<file path="src/rtl/graph_loader.sv">
// ---------------------------------------------------------------------------
// mesh_pkg / graph_loader
//
// mesh_pkg holds the node-mesh geometry and packet format shared by the host
// endpoint and the node banks.
//
// graph_loader is the host-side endpoint of the node mesh. It turns an
// edge-list stream into CHILDREN/PARENTS packets for both endpoints of each
// edge. After the list it attaches a host parent edge to the YOU node, fires
// START (seed sum 1) at the OUT node, and captures the SUM packet that comes
// back to the host address.
//
// Ports:
//   clk, rst          clock, asynchronous active-low reset
//   go                one-cycle pulse, starts a run from IDLE/DONE
//   edge_valid/ready  edge-list handshake; edge_src, edge_dst, edge_last beat
//   valid_out/ready_out, out_pkt   registered packet stream into the mesh
//   valid_in/ready_in, in_pkt      packet stream from the mesh (always taken)
//   result_valid/result_value      captured path count, held until next go
//   edge_count        edges accepted this run (wraps)
//   err               sticky: self-loop edge or unexpected inbound packet
// ---------------------------------------------------------------------------
package mesh_pkg;
    localparam int MAX_NODES_BITS = 6;
    localparam int MAX_PATHS_BITS = 16;
    localparam int NODES_PER_BANK = 4;
    localparam int MESH_DIMENSION = 4;
    localparam int EDGES_PER_PKT  = 2;

    localparam int Z_W = $clog2(NODES_PER_BANK);
    localparam int Y_W = $clog2(MESH_DIMENSION);
    localparam int X_W = MAX_NODES_BITS - Z_W - Y_W;

    localparam logic [2:0] CTRL_NONE     = 3'd0;
    localparam logic [2:0] CTRL_CHILDREN = 3'd1;
    localparam logic [2:0] CTRL_PARENTS  = 3'd2;
    localparam logic [2:0] CTRL_START    = 3'd3;
    localparam logic [2:0] CTRL_SUM      = 3'd4;

    typedef struct packed {
        logic [X_W-1:0] x;
        logic [Y_W-1:0] y;
        logic [Z_W-1:0] z;
    } addr_t;

    typedef struct packed {
        logic [MAX_NODES_BITS-1:0] node_id;
    } edge_t;

    typedef struct packed {
        logic [MAX_PATHS_BITS-1:0] value;
    } sum_t;

    typedef struct packed {
        logic [2:0]                    ctrl;
        addr_t                         addr;
        edge_t [EDGES_PER_PKT-1:0]     edges;
        sum_t                          sum;
    } pkt_t;
endpackage

module graph_loader
    import mesh_pkg::*;
#(
    parameter logic [MAX_NODES_BITS-1:0] YOU_ID  = MAX_NODES_BITS'(0),
    parameter logic [MAX_NODES_BITS-1:0] OUT_ID  = MAX_NODES_BITS'(1),
    parameter logic [MAX_NODES_BITS-1:0] HOST_ID = {MAX_NODES_BITS{1'b1}}
) (
    input  logic                      clk,
    input  logic                      rst,
    input  logic                      go,
    input  logic                      edge_valid,
    output logic                      edge_ready,
    input  logic [MAX_NODES_BITS-1:0] edge_src,
    input  logic [MAX_NODES_BITS-1:0] edge_dst,
    input  logic                      edge_last,
    output logic                      valid_out,
    input  logic                      ready_out,
    output pkt_t                      out_pkt,
    input  logic                      valid_in,
    output logic                      ready_in,
    input  pkt_t                      in_pkt,
    output logic                      result_valid,
    output logic [MAX_PATHS_BITS-1:0] result_value,
    output logic [MAX_NODES_BITS-1:0] edge_count,
    output logic                      err
);

    localparam logic [2:0] S_IDLE   = 3'd0;
    localparam logic [2:0] S_EDGE   = 3'd1;
    localparam logic [2:0] S_CHILD  = 3'd2;
    localparam logic [2:0] S_PARENT = 3'd3;
    localparam logic [2:0] S_HOST   = 3'd4;
    localparam logic [2:0] S_START  = 3'd5;
    localparam logic [2:0] S_WAIT   = 3'd6;
    localparam logic [2:0] S_DONE   = 3'd7;

    function automatic addr_t decode(input logic [MAX_NODES_BITS-1:0] n);
        addr_t a;
        a.x = X_W'(int'(n) / (NODES_PER_BANK * MESH_DIMENSION));
        a.y = Y_W'((int'(n) / NODES_PER_BANK) % MESH_DIMENSION);
        a.z = Z_W'(int'(n) % NODES_PER_BANK);
        return a;
    endfunction

    // Every outbound packet starts from all-zero so unused fields stay 0.
    function automatic pkt_t make_pkt(input logic [2:0]                ctrl,
                                      input addr_t                     addr,
                                      input logic [MAX_NODES_BITS-1:0] node_id,
                                      input logic [MAX_PATHS_BITS-1:0] value);
        pkt_t p;
        p                  = '0;
        p.ctrl             = ctrl;
        p.addr             = addr;
        p.edges[0].node_id = node_id;
        p.sum.value        = value;
        return p;
    endfunction

    logic [2:0]                state;
    logic [MAX_NODES_BITS-1:0] src_q;
    logic [MAX_NODES_BITS-1:0] dst_q;
    logic                      last_q;

    logic  edge_fire;
    logic  go_ok;
    logic  result_hit;
    pkt_t  host_pkt;
    pkt_t  start_pkt;
    addr_t host_addr;
    logic  unused_in;

    assign edge_ready = (state == S_EDGE);
    assign edge_fire  = edge_valid && edge_ready;
    // Inbound side never back-pressures; it only drops while reset is held.
    assign ready_in   = rst;
    assign go_ok      = go && ((state == S_IDLE) || (state == S_DONE));
    assign host_addr  = decode(HOST_ID);
    assign result_hit = valid_in && (state == S_WAIT) &&
                        (in_pkt.ctrl == CTRL_SUM) && (in_pkt.addr == host_addr);
    assign host_pkt   = make_pkt(CTRL_PARENTS, decode(YOU_ID), HOST_ID, '0);
    assign start_pkt  = make_pkt(CTRL_START, decode(OUT_ID), '0, MAX_PATHS_BITS'(1));
    assign unused_in  = ^in_pkt.edges;

    // Edge beat holding registers: only meaningful after a handshake.
    always_ff @(posedge clk) begin
        if (edge_fire) begin
            src_q  <= edge_src;
            dst_q  <= edge_dst;
            last_q <= edge_last;
        end
    end

    always_ff @(posedge clk or negedge rst) begin
        if (!rst) begin
            state        <= S_IDLE;
            valid_out    <= 1'b0;
            out_pkt      <= '0;
            result_valid <= 1'b0;
            result_value <= '0;
            edge_count   <= '0;
            err          <= 1'b0;
        end else begin
            if (go_ok) begin
                state        <= S_EDGE;
                result_valid <= 1'b0;
                result_value <= '0;
                edge_count   <= '0;
                err          <= 1'b0;
            end

            case (state)
                S_EDGE: begin
                    if (edge_valid) begin
                        edge_count <= edge_count + MAX_NODES_BITS'(1);
                        if (edge_src == edge_dst) begin
                            // Self-loop: counted but produces no packets.
                            err <= 1'b1;
                            if (edge_last) begin
                                state     <= S_HOST;
                                valid_out <= 1'b1;
                                out_pkt   <= host_pkt;
                            end
                        end else begin
                            state     <= S_CHILD;
                            valid_out <= 1'b1;
                            out_pkt   <= make_pkt(CTRL_CHILDREN, decode(edge_src),
                                                  edge_dst, '0);
                        end
                    end
                end
                S_CHILD: begin
                    if (ready_out) begin
                        state   <= S_PARENT;
                        out_pkt <= make_pkt(CTRL_PARENTS, decode(dst_q), src_q, '0);
                    end
                end
                S_PARENT: begin
                    if (ready_out) begin
                        if (last_q) begin
                            state   <= S_HOST;
                            out_pkt <= host_pkt;
                        end else begin
                            state     <= S_EDGE;
                            valid_out <= 1'b0;
                            out_pkt   <= '0;
                        end
                    end
                end
                S_HOST: begin
                    if (ready_out) begin
                        state   <= S_START;
                        out_pkt <= start_pkt;
                    end
                end
                S_START: begin
                    if (ready_out) begin
                        state     <= S_WAIT;
                        valid_out <= 1'b0;
                        out_pkt   <= '0;
                    end
                end
                default: ;
            endcase

            // Inbound packets are always consumed; anything but the expected
            // result is flagged and dropped. Placed last so a stray packet
            // arriving with go still leaves err set.
            if (valid_in) begin
                if (result_hit) begin
                    result_value <= in_pkt.sum.value;
                    result_valid <= 1'b1;
                    state        <= S_DONE;
                end else begin
                    err <= 1'b1;
                end
            end
        end
    end

endmodule

</file>
<file path="config.mk">
export PLATFORM = sky130hd
export DESIGN_NAME = graph_loader
export DESIGN_NICKNAME = d
export VERILOG_FILES = /design/src/rtl/graph_loader.sv
export SDC_FILE = /design/constraint.sdc
export NUM_CORES = 1
export LEC_CHECK = 0
export CORE_AREA = 2 2 110 112
export CTS_CLUSTER_SIZE = 16
export DETAILED_ROUTE_END_ITERATION = 12
export DIE_AREA = 0 0 112 114
export PLACE_DENSITY = 0.49
export RECOVER_POWER = 25
export SYNTH_ARGS = -nofsm -noshare
export SYNTH_HDL_FRONTEND = slang
export SYNTH_SLANG_ARGS = --single-unit
</file>
<file path="constraint.sdc">
create_clock -name clk -period 3.8 [get_ports clk]
set_clock_uncertainty 0.1 [all_clocks]
set_input_delay 0.76 -clock clk [delete_from_list [all_inputs] [get_ports clk]]
set_output_delay 0.76 -clock clk [all_outputs]
set_load 0.05 [all_outputs]
</file>
# ---- After elaboration in Yosys (flattened, before gate mapping)
# Index checks and enable logic that the tools add are counted.
dict set report op_classes {
  addsub 1
  n_mul 0
  n_div 0
  order_cmp 0
  eq_ne 17
  n_shift 0
  n_mux 43
  bitwise_logic 0
  n_reduce_logical 11
}
# cell n
set op_table {}
lappend op_table {{37-bit two-way mux} 7}
lappend op_table {{37-bit case mux with 5 select lines} 1}
lappend op_table {{16-bit two-way mux} 3}
lappend op_table {{36-bit two-way mux} 1}
lappend op_table {{3-bit two-way mux} 11}
lappend op_table {{6-bit two-way mux} 3}
lappend op_table {{3-bit == test, second input constant} 5}
lappend op_table {{1-bit two-way mux} 15}
lappend op_table {{3-bit case mux with 5 select lines} 1}
lappend op_table {{2-bit inequality test, second input constant} 6}
lappend op_table {{7-bit AND reduction} 1}
lappend op_table {{6-bit by 1-bit adder with 6-bit output, second input constant} 1}
lappend op_table {{3-bit by 2-bit == test with 1-bit output, second input constant} 2}
lappend op_table {{6-bit == test} 1}
lappend op_table {{6-bit == test, second input constant} 1}
lappend op_table {{6-bit AND reduction} 1}
lappend op_table {{1-bit logical AND} 5}
lappend op_table {{5-bit nonzero test} 1}
lappend op_table {{3-bit by 1-bit == test with 1-bit output, second input constant} 1}
lappend op_table {{3-bit logical NOT} 1}
lappend op_table {{3-bit inequality test, second input constant} 1}
lappend op_table {{1-bit case mux with 3 select lines} 1}
lappend op_table {{3-bit nonzero test} 1}
lappend op_table {{1-bit logical OR} 1}
dict set report totals {
  register_bits 78
  latch_bits 0
  ram_bits 0
  mem_bits_ro 0
  in_bits 56
  output_inout_bits 64
  memories 0
}

# ---- Depth between registers and ports, before layout
# Gate-level depths: netlist (run 1).
dict set report logic_depth {
  word_depth 10
  mapped_depth 8
  depth_no_buf 6
}

# ---- Least setup slack after synthesis (run 1)
# Ideal clock, no wire load.
dict set report synth_path {
  path_type {reg-to-output}
  from {register state[1]}
  to {output port edge_ready}
  arrival_time_ns 1.370
  t_required_ns 2.940
  setup_slack_ns 1.570
  stages_incl_launch_ff 4
  cell_sequence {dfrtp_1 -> buf_4 -> nand2b_1 -> nor2_1}
}
dict set report synth_between {
  elab_chain_cells 1
}
# item line_no
set synth_rtl {}
lappend synth_rtl {{start, declared} 120} ;# logic [2:0] state;
lappend synth_rtl {{start signal, assigned} 156} ;# state <= S_IDLE;
lappend synth_rtl {{start signal, assigned} 165} ;# state <= S_EDGE;
lappend synth_rtl {{start signal, assigned} 180} ;# state <= S_HOST;
lappend synth_rtl {{3-bit by 1-bit == test with 1-bit output} 133} ;# assign edge_ready = (state == S_EDGE);
lappend synth_rtl {{end, declared} 73} ;# output logic edge_ready,
# Every way passes these cells.

# ---- Worst setup path in the final report (run 1)
# Ends and elaborated chain as after synthesis.

==> summary by stage, run 1 <==
Worst setup path
The critical path ends at edge_ready. The worst reg-to-reg setup slack is 1.40 ns. Data on the critical path arrives at its endpoint at 2.19 ns.

The start-to-end type of the worst setup path is reg2out. In this run the worst path has a maximum fanout of 18. The depth of the worst register-to-register path is 4. STA classifies the critical path endpoint as an output pin. The required time of the critical path is 2.94 ns.

In this run the critical register-to-register path is captured at out_pkt[35]. The startpoint identified for the worst register-to-register timing path is state[2]. The launch point of the critical path is state[1]. STA classifies the critical path startpoint as a flip-flop.

STA
The routed design could run at a clock period as short as 3.05 ns. Setup repair after global routing left no endpoint under its margin. The total count of max-transition violations in the final report is 44. The final hold violation count is 0. Timing would allow up to 0.328 GHz. In the post-route analysis, the smallest setup slack over all paths is 0.748 ns. The share of the clock period used by the worst path is 0.803. Hold is met by 0.389 ns. The number of failing setup endpoints in the final timing report is 0. The final total negative setup slack is 0 ns. Measured against its own limit, the worst slew margin works out to -0.602. The transition at the pin with the smallest max-transition slack is 2.40 ns.

Placement
At the placement stage, the worst setup path has a slack of 0.807 ns. Detailed placement finished with a half-perimeter wire length of 5280 µm. After detailed placement, the total cell area comes to 3720 µm².

Buffers placed on the I/O ports in this run total 85. Once placement completed, the tool counted placed cells totaling 485. Routability-driven placement finished with a final weighted congestion of 0.747.

GRT
The global-route usage over all layers is 0.117. Summed over all layers, the global routing overflow is 0. The via count of the first global-routing pass is 2233. Entering global routing, the biggest net connects 44 pins. The initial antenna violation count is 0.

The first global-routing pass estimated 11900 µm of wire.

Hold path
The worst min-delay path class is reg2reg.

Run status
The flow ran to the end, but the final reports show violations. The checks that failed: capacitance limit, slew limit.

Drt
The length of the first detailed-routing pass in iterations is 4. In the routed design, unresolved DRC markers number 0. The routed layout has 2270 vias. In this run the remaining antenna-violating nets after routing total 0. The first-iteration detailed-routing DRC count is 90. The vias per cell is 4.60. The average wire per cell in the routed design is 15.2 µm. The detailed-route wire length is 7500 µm.

CTS
The clock network latency to the later pin of the worst-skew pair is 0.30 ns. Clock tree synthesis found a total of 56 sinks. In this run the deepest clock path goes through 2 buffers.

The number of gates given a new drive strength after cts is 0. The number of CTS-inserted buffers is 5. TritonCTS built the clock tree. In this run the clock root is driven by a sky130_fd_sc_hd__clkbuf_16. The H-tree depth reported by CTS is 2. The clock transition at the register clock pins on the worst setup and hold paths after CTS is 0.07 ns. The number of setup buffers added after CTS is 0. After clock tree synthesis, the flow added hold-fix buffers numbering 0.

Synthesis
For this run, the leading register cell type out of synthesis is sky130_fd_sc_hd__dfrtp_1. The share of the yosys chip area belonging to registers is 0.512. Counting distinct cell types in the post-synthesis netlist gives 51.

The commonest cells after synthesis are 43 x sky130_fd_sc_hd__dfrtp_1, 27 x sky130_fd_sc_hd__buf_4, 18 x sky130_fd_sc_hd__a21oi_1. Synthesis handed over a netlist of 268 instances. The most common cell in the synthesized netlist is sky130_fd_sc_hd__dfrtp_1. The mapped netlist covers 2860 µm². Yosys mapped a number of flops with a built-in enable equal to 13.

The largest area contributor in the netlist is sky130_fd_sc_hd__dfrtp_1. The async set-reset flop share out of synthesis is 0.768. By area the synthesized netlist is led by sky130_fd_sc_hd__dfrtp_1 38%, sky130_fd_sc_hd__edfxtp_1 14%, sky130_fd_sc_hd__buf_4 7.1%. The proportion of netlist area held by the largest area contributor is 0.376. The Yosys step of the flow raised 0 warnings. Averaged over all synthesized cells, the footprint is 10.7 µm².

The number of flip-flops and latches in the synthesized netlist is 56.

Power
The final total power is 2.66 mW. The worst-case IR drop observed on VDD is 0.000271 V. The standby leakage power is 1.56 nW. In this run the power density over the cells is 689 nW/µm².

Floorplan
The floorplan die height is 114 µm. The area of the core region is 11700 µm². The die covers 12800 µm². The width of the die is 112 µm. Pin placement for this block handled 120 I/O pins. The initial cell density of the core is 0.244. The floorplan has 40 rows.

Finish
The post-route non-filler standard cell count is 493. The share of post-route cells with drive strength above 1 is 0.0665. The net total in the final layout is 402. The final core utilization is 0.329. 0 antenna diodes ended up in the layout. The post-synthesis to final-layout area growth is 34.8%. The final non-filler cell area is 3860 µm².

Flow run
The count of maximum capacitance violations is 1.
## critical path, stage by stage, from the launching register on
cell                              delay [ns]
sky130_fd_sc_hd__dfrtp_1                0.57
sky130_fd_sc_hd__nand2b_1               0.32
sky130_fd_sc_hd__nor2_1                 0.17
sky130_fd_sc_hd__clkdlybuf4s50_1        0.84
## logic make-up (layout without fill, tap and decap cells)
kind of cell | Yosys count | after routing | synth area share
compound gates | 84 | 84 | 0.213
mux | 1 | 1 | 0.00394
xor+xnor | 7 | 7 | 0.0214
fa+ha+maj | 1 | 1 | 0.00437
simple gates | 67 | 67 | 0.131
other cells | 1 | 22 | 0.00131
buf+inv | 51 | 108 | 0.113
flops | 56 | 56 | 0.512
## worst min-delay path by stage
stage	depth (start not counted)	endpoint	from
after floorplan	0	edge_count[0]	rst
after global placement	1	result_valid	result_valid
after detailed placement	1	result_valid	result_valid
after CTS	1	edge_count[5]	edge_count[5]
after global routing	1	edge_count[5]	edge_count[5]
final	1	edge_count[5]	edge_count[5]
## per-layer routing
layer | vias up | GRT usage | share of wire
li1 | 1083 | - | -
met2 | 102 | 0.180 | 0.44
met3 | 7 | 0.0409 | 0.087
met1 | 1078 | 0.157 | 0.46
met5 | - | 0 | 0
met4 | 0 | 0.0333 | 0.013
## flip-flops by register name, summed over array words and instances, names as in the netlist
register      count
dst_q             6
edge_count        6
err               1
last_q            1
out_pkt          15
result_valid      1
result_value     16
src_q             6
state             3
valid_out         1
## cell usage in the layout, fill, tap and decap left out, drive strengths merged, types with 3 or more instances in the layout
cell type,instances
a22oi,3
nand2b,10
xor2,7
a22o,17
nor2,17
edfxtp,13
nand3,8
nand4,4
buf,3
inv,12
nor2b,4
conb,22
nand2,10
clkdlybuf4s50,84
a31oi,4
o311ai,6
a32oi,5
nor3,5
clkbuf,8
dfrtp,43
and3,3
a21oi,18
o21ai,17
## where the power goes
| group | leakage, nW | total (mW) | switching [mW] | internal [mW] |
|---|---|---|---|---|
| logic | 0.811 | 1.32 | 0.870 | 0.454 |
| clock network | 0.0712 | 0.469 | 0.222 | 0.247 |
| registers | 0.675 | 0.863 | 0.109 | 0.754 |
## area by class of cell
class	instances	area, µm²
flip-flops and latches	56	1470
fillers	1219	7860
well taps	147	184
repair buffers	89	871
multi-input cells	182	1150
inverters	11	41.3
clock inverters	2	13.8
clock buffers	6	129
Note: power is estimated with default switching activity, not from simulation.
==> run 2, diff against run 1 <==
--- a/config.mk
+++ b/config.mk
@@ -9,7 +9,7 @@
 export CTS_CLUSTER_SIZE = 16
 export DETAILED_ROUTE_END_ITERATION = 12
 export DIE_AREA = 0 0 112 114
-export PLACE_DENSITY = 0.49
+export PLACE_DENSITY = 0.51
 export RECOVER_POWER = 25
 export SYNTH_ARGS = -nofsm -noshare
 export SYNTH_HDL_FRONTEND = slang
==> constraint.sdc (replaced) <==
create_clock -name clk -period 2.8 [get_ports clk]
set_clock_uncertainty 0.1 [all_clocks]
set_input_delay 0.56 -clock clk [delete_from_list [all_inputs] [get_ports clk]]
set_output_delay 0.56 -clock clk [all_outputs]
set_load 0.05 [all_outputs]
==> run 2 against run 1 <==
The flow now finishes without violations; worst setup slack worse by 0.32 ns; clock-buffer cell count unchanged; sequential share of layout area down 0.92 points; flip-flop and latch count unchanged; hold slack worse by 0.0030 ns; first-iteration DRC count up 1.1%; sequential power up 38%; global-route usage up 0.44 points; critical path depth up 3; critical endpoint is now state[0]; highest routed layer unchanged.
==> summary by stage, run 2 (same netlist as run 1, synthesis figures left out) <==
Run status
The run finished with clean final reports.

Finish
In the final design database the tool counted 411 nets. Of the cells placed in the final design, the portion with a size suffix greater than 1 is 0.101. The register with the most flip-flops in the layout has 16 of them. The register ranked first by flip-flop count is result_value.

The antenna diode count is 0. The area growth from synthesis to layout is 38.1%. In the final layout, the registers with the most flip-flops are result_value x16, out_pkt x15. Fill cells in the final layout number 1208. The final non-filler cell area is 3950 µm².

In the layout the commonest cells are 82 x sky130_fd_sc_hd__clkdlybuf4s50_1, 43 x sky130_fd_sc_hd__dfrtp_1, 22 x sky130_fd_sc_hd__conb_1. The most common cell after layout, fill and taps aside is sky130_fd_sc_hd__clkdlybuf4s50_1. The final core utilization is 0.337.

Placement
Before CTS, the worst setup slack after placement is 0.143 ns. The placed instance area is 3810 µm². Detailed placement finished with a half-perimeter wire length of 5490 µm. The final estimated routing congestion in global placement is 0.746.

The count of buffers added on input and output ports is 85.

GRT
The largest net degree at the start of global routing is 44. The total grt overflow is 0. The initial antenna violation count is 0. The first global-routing pass estimated 12200 µm of wire.

The via count of the first global-routing pass is 2384. For this run, the total global-route usage over all layers was measured as 0.121.

Worst setup path
STA classifies the critical path endpoint as a flip-flop. Data arrives at the worst endpoint at 2.48 ns. At the worst endpoint, the required time is 2.90 ns. In this run the worst path has a maximum fanout of 11. STA classifies the critical path startpoint as an input port. The critical path is of the in2reg type.

Floorplan
The initial cell density of the core is 0.244. In this run the horizontal extent of the chip is 112 µm. The number of rows in the core area is 40. The die is 114 µm tall. The die covers 12800 µm². The area of the core region is 11700 µm². The number of ports placed on the die boundary is 120.

CTS
The number of CTS-inserted buffers is 5. Clock tree synthesis found a total of 56 sinks. The CTS tree is built. The H-tree depth reported by CTS is 2. The clock network latency to the later pin of the worst-skew pair is 0.29 ns.

Clock-pin slew was measured on the worst setup and hold paths at 0.07 ns. The clock root buffer is sky130_fd_sc_hd__clkbuf_16. No sink is reached through more buffers than the 2 on the longest clock path. In this run, post-CTS hold repair placed 0 buffers. Once the clock tree was built, the resizer swapped 0 gates to a different size. The post-CTS setup buffer count is 0.

STA
The maximum clock frequency is 0.421 GHz. The worst pin sits at a relative slew slack of 0.248. Setup violations remaining at the end of the flow were counted as 0.

Setup repair after global routing left no endpoint under its margin. The transition at the pin with the smallest max-transition slack is 1.13 ns. The post-layout minimum cycle time is 2.37 ns. The final hold violation count is 0. Dividing the final minimum period by the clock period gives 0.848. The total count of max-transition violations in the final report came to 0. The smallest setup slack after layout is 0.426 ns. Adding up every negative setup slack in the final design gives 0 ns.

Drt
After detailed routing, the number of remaining DRC violations is 0. The detailed-route wire length is 7780 µm. The vias after detailed routing is 2313.

The vias per cell is 4.61. The first detailed-routing pass took 4 iterations. In this run the remaining antenna-violating nets after routing total 0. The first-iteration detailed-routing DRC count is 91. Dividing the detail-routed wire length by the instance count gives 15.5 µm.

Hold path
The worst min-delay path class is reg2reg.

Power
Summed over all cells, the static leakage comes to 1.62 nW. The cell area power density is 935 nW/µm². The design draws 3.70 mW. The largest vdd supply drop is 0.000492 V.

Flow run
The count of maximum capacitance violations is 0.
run 2: final timing paths:
check                      slack, ns               to    startpoint  depth (start not counted)
min in group asynchronous       0.67  result_value[7]           rst                          2
hold / removal                  0.39     result_valid  result_valid                          1
hold reg to reg                 0.39     result_valid  result_valid                          1
setup / recovery                0.43         state[0]   edge_src[5]                          6
setup reg to reg                0.58      out_pkt[18]      state[0]                          6
max in group asynchronous       1.25      out_pkt[35]           rst                          2
run 2: per-layer routing:
layer,up-vias,wire [µm],track usage
li1,1099,-,-
met1,1105,3510,0.158
met2,103,3600,0.199
met3,6,606,0.0377
met4,0,73,0.0309
met5,-,0,0
run 2: where the power goes:
| part | switching, mW | internal, mW | total, mW |
|---|---|---|---|
| Combinational | 1.20 | 0.667 | 1.86 |
| Sequential | 0.166 | 1.02 | 1.19 |
| Clock | 0.289 | 0.354 | 0.643 |
run 2: final cells by class:
type                       count  area [µm²]  area share
multi-input combinational    182        1150       0.291
timing repair buffer          98         960       0.243
clock buffer                   6         139      0.0351
sequential                    56        1470       0.371
clock inverter                 2        10.0     0.00253
tap                          147         184      0.0465
inverter                      11        41.3      0.0104
run 2: critical path: stages:
cell,delay (ns)
sky130_fd_sc_hd__clkdlybuf4s50_1,0.49
sky130_fd_sc_hd__xor2_1,0.20
sky130_fd_sc_hd__nor4_4,0.32
sky130_fd_sc_hd__and2_1,0.49
sky130_fd_sc_hd__a22oi_2,0.17
sky130_fd_sc_hd__o31ai_2,0.23
run 2: metrics by stage:
stage	hold slack, ns	cells
after floorplan	0.164	289
after global placement	0.363	494
after detailed placement	0.368	494
after CTS	0.391	502
after global routing	0.428	502
final	0.386	502
==> run 3, diff against run 2 <==
==> constraint.sdc (replaced) <==
create_clock -name clk -period 2.1 [get_ports clk]
set_clock_uncertainty 0.1 [all_clocks]
set_input_delay 0.42 -clock clk [delete_from_list [all_inputs] [get_ports clk]]
set_output_delay 0.42 -clock clk [all_outputs]
set_load 0.05 [all_outputs]
==> run 3 against run 2 <==
Flip-flop and latch count unchanged; clock power grew 56%; sequential share of layout area is 2.3 points lower; global-route usage is 0.33 points higher; combinational power grew 48%; routed wire length is 0.27% lower; hold slack lost 0.050 ns; critical path type is now reg2out; critical endpoint is now edge_count[4].
==> summary by stage, run 3 (same netlist as run 1, synthesis figures left out) <==
GRT
met2 is the most crowded layer. Entering global routing, the biggest net connects 44 pins. Global routing finished with a remaining overflow of 0.

For this run, global-route usage on met2 was measured as 0.200. The met3 usage in global routing is 0.0388. For this run, global-route usage on met1 was measured as 0.164. The global-route usage over all layers is 0.125. The initial antenna violation count was 0. The via count of the first global-routing pass is 2466. The wire length of the first global-routing pass is 12600 µm.

Floorplan
The initial cell density of the core is 0.244. The number of rows in the core area is 40. In this run the count of I/O pins placed on the die edge is 120.

The width of the die is 112 µm. The floorplan die height is 114 µm. The die area is 12800 µm². The core region is 11700 µm².

Worst setup path
Together, buffers and inverters on the worst path number 1. The destination of the worst register-to-register timing path is result_value[8]. The source of the worst register-to-register timing path is state[2]. At the worst endpoint, the arrival time is 1.51 ns. By startpoint and endpoint, the worst setup path is classified as reg2out.

The worst reg-to-reg setup slack is 0.16 ns. Along the worst path, the maximum fanout reaches 4. The dominant delay contributor by cell family on the critical path is buffers and inverters.

The signal on the critical path passes through clkdlybuf4s50_1. The startpoint type of the worst setup path is a flip-flop. The slowest stage of the critical path is the sky130_fd_sc_hd__clkdlybuf4s50_1 cell. For this run, the slowest stage of the critical path takes 0.82 ns. The nature of the critical path endpoint is an output pin. The depth of the worst register-to-register path is 5. The required time of the critical path is 1.58 ns.

Finish
The top cell types in the final layout, fill and taps aside, are 62 x sky130_fd_sc_hd__clkdlybuf4s50_1, 52 x sky130_fd_sc_hd__buf_4, 43 x sky130_fd_sc_hd__dfrtp_1. The most common cell after layout, fill and taps aside is sky130_fd_sc_hd__clkdlybuf4s50_1. The post-synthesis to final-layout area growth is 47.1%. The count of fill cells added during filler insertion is 1184.

The net total in the final layout is 441. Leaving out filler cells and counting taps, the final layout contains 532. The finished cells cover 4210 µm².

result_value holds more flip-flops than any other register. The antenna diode count is 0. The flip-flop count of the largest register after layout is 16. The largest registers in the layout are result_value x16, out_pkt x15.

The share of post-route cells with drive strength above 1 is 0.213.

Drt
The vias per cell is 4.51. The length of the first detailed-routing pass in iterations is 4. The detailed-route wire length is 7760 µm. The vias after detailed routing is 2398.

The detailed router finished its first iteration with 61 violations. The count of nets left with antenna violations after detail routing is 0. The residual DRC count is 0.

The average wire per cell in the routed design is 14.6 µm.

STA
Static timing analysis puts the maximum clock frequency at 0.493 GHz. Subtracting the final worst setup slack from the clock period gives 2.03 ns. Measured against its own limit, the worst slew margin works out to 0.250. For the pin with the worst max-slew slack, the measured transition is 1.12 ns.

The total count of max-transition violations in the final report is 0. The smallest setup slack after layout is 0.0728 ns. The share of the clock period used by the worst path is 0.965.

The final total negative setup slack is 0 ns. Setup repair after global routing left no endpoint under its margin. On the final layout, the worst hold slack is 0.337 ns. The number of failing setup endpoints in the final timing report is 0. The final hold violation count is 0.

Placement
At the placement stage, the worst setup path has a slack of -0.343 ns. Routability-driven placement finished with a final weighted congestion of 0.757. The cell count after placement is 524. In this run the tool buffered the top-level ports with 85 buffer cells. Detailed placement ended at an HPWL of 5750 µm. After detailed placement, the total cell area comes to 4030 µm².

Power
The cell area power density is 1260 nW/µm². The internal power summed over all cells is 3.04 mW. The standby leakage power is 1.82 nW.

The logic gate share of total power is 0.519. In this run the power spent charging and discharging nets is 2.26 mW. The share of total power dissipated in sequential elements is 0.292. The switching share of power is 0.427. The largest vdd supply drop is 0.000782 V. The share of total power dissipated in the clock network is 0.189.

CTS
The clock passes through at most 2 buffers. The clock root buffer is sky130_fd_sc_hd__clkbuf_16. The TritonCTS sink count is 56.

The clock transition at the register clock pins on the worst setup and hold paths after CTS is 0.08 ns. The clock network latency to the later pin of the worst-skew pair is 0.30 ns. The number of CTS-inserted buffers is 5. The CTS tree is built.

In this run the number of H-tree levels came out at 2.

Hold path
The worst hold path begins at edge_dst[5]. Counting instances, the worst hold path has a depth of 1. The path with the worst hold slack has its endpoint at dst_q[5].

The worst min-delay path class is in2reg.

Run status
The run finished with clean final reports.

Flow run
The count of maximum capacitance violations is 0.
-- run 3: timing repair --
item | in CTS | in global routing
setup buffers | 0 | 0
pin swaps | 0 | 3
hold buffers | 0 | 0
cloned | 0 | 0
gates resized for setup | 2 | 9
endpoints found under the setup margin | 2 | 10
-- run 3: metal layers --
layer / vias up / part of all wire
li1: 1163 / -
met1: 1132 / 0.45
met2: 97 / 0.47
met3: 6 / 0.078
met4: 0 / 0.0088
met5: - / 0
-- run 3: how the worst max path moves through the flow --
stage | end | cells past startpoint | from | slack, ns
3_5_place_dp | out_pkt[19] | 8 | edge_dst[0] | -0.34
4_1_cts | out_pkt[20] | 9 | edge_src[0] | 0.009
6_report | edge_count[4] | 1 | edge_count[4] | 0.07
2_1_floorplan | state[2] | 5 | state[1] | 0.19
5_1_grt | out_pkt[33] | 9 | edge_dst[3] | 0.006
3_3_place_gp | out_pkt[18] | 8 | edge_dst[0] | -0.35
-- run 3: cell type report --
class                   count  area [µm²]  area share
repair buffers            128        1180       0.281
flip-flops and latches     56        1470       0.348
clock buffers               6         139      0.0330
multi-input cells         182        1160       0.275
well taps                 147         184      0.0437
inverters                  11        41.3     0.00981
clock inverters             2        38.8     0.00922
-- run 3: stage by stage --
step	total power, mW	util
after floorplan	3.31	-
after global placement	4.29	0.344
after detailed placement	4.31	0.344
after CTS	5.33	0.359
after global routing	5.64	0.359
final	5.30	0.359
-- run 3: power by group through the flow --
stage / registers, mW / logic [mW] / clock network, mW
after floorplan: 2.10 / 1.21 / 0
after global placement: 1.57 / 2.72 / 0
after detailed placement: 1.57 / 2.74 / 0
after CTS: 1.55 / 2.75 / 1.03
after global routing: 1.59 / 2.98 / 1.07
final: 1.55 / 2.75 / 1.00
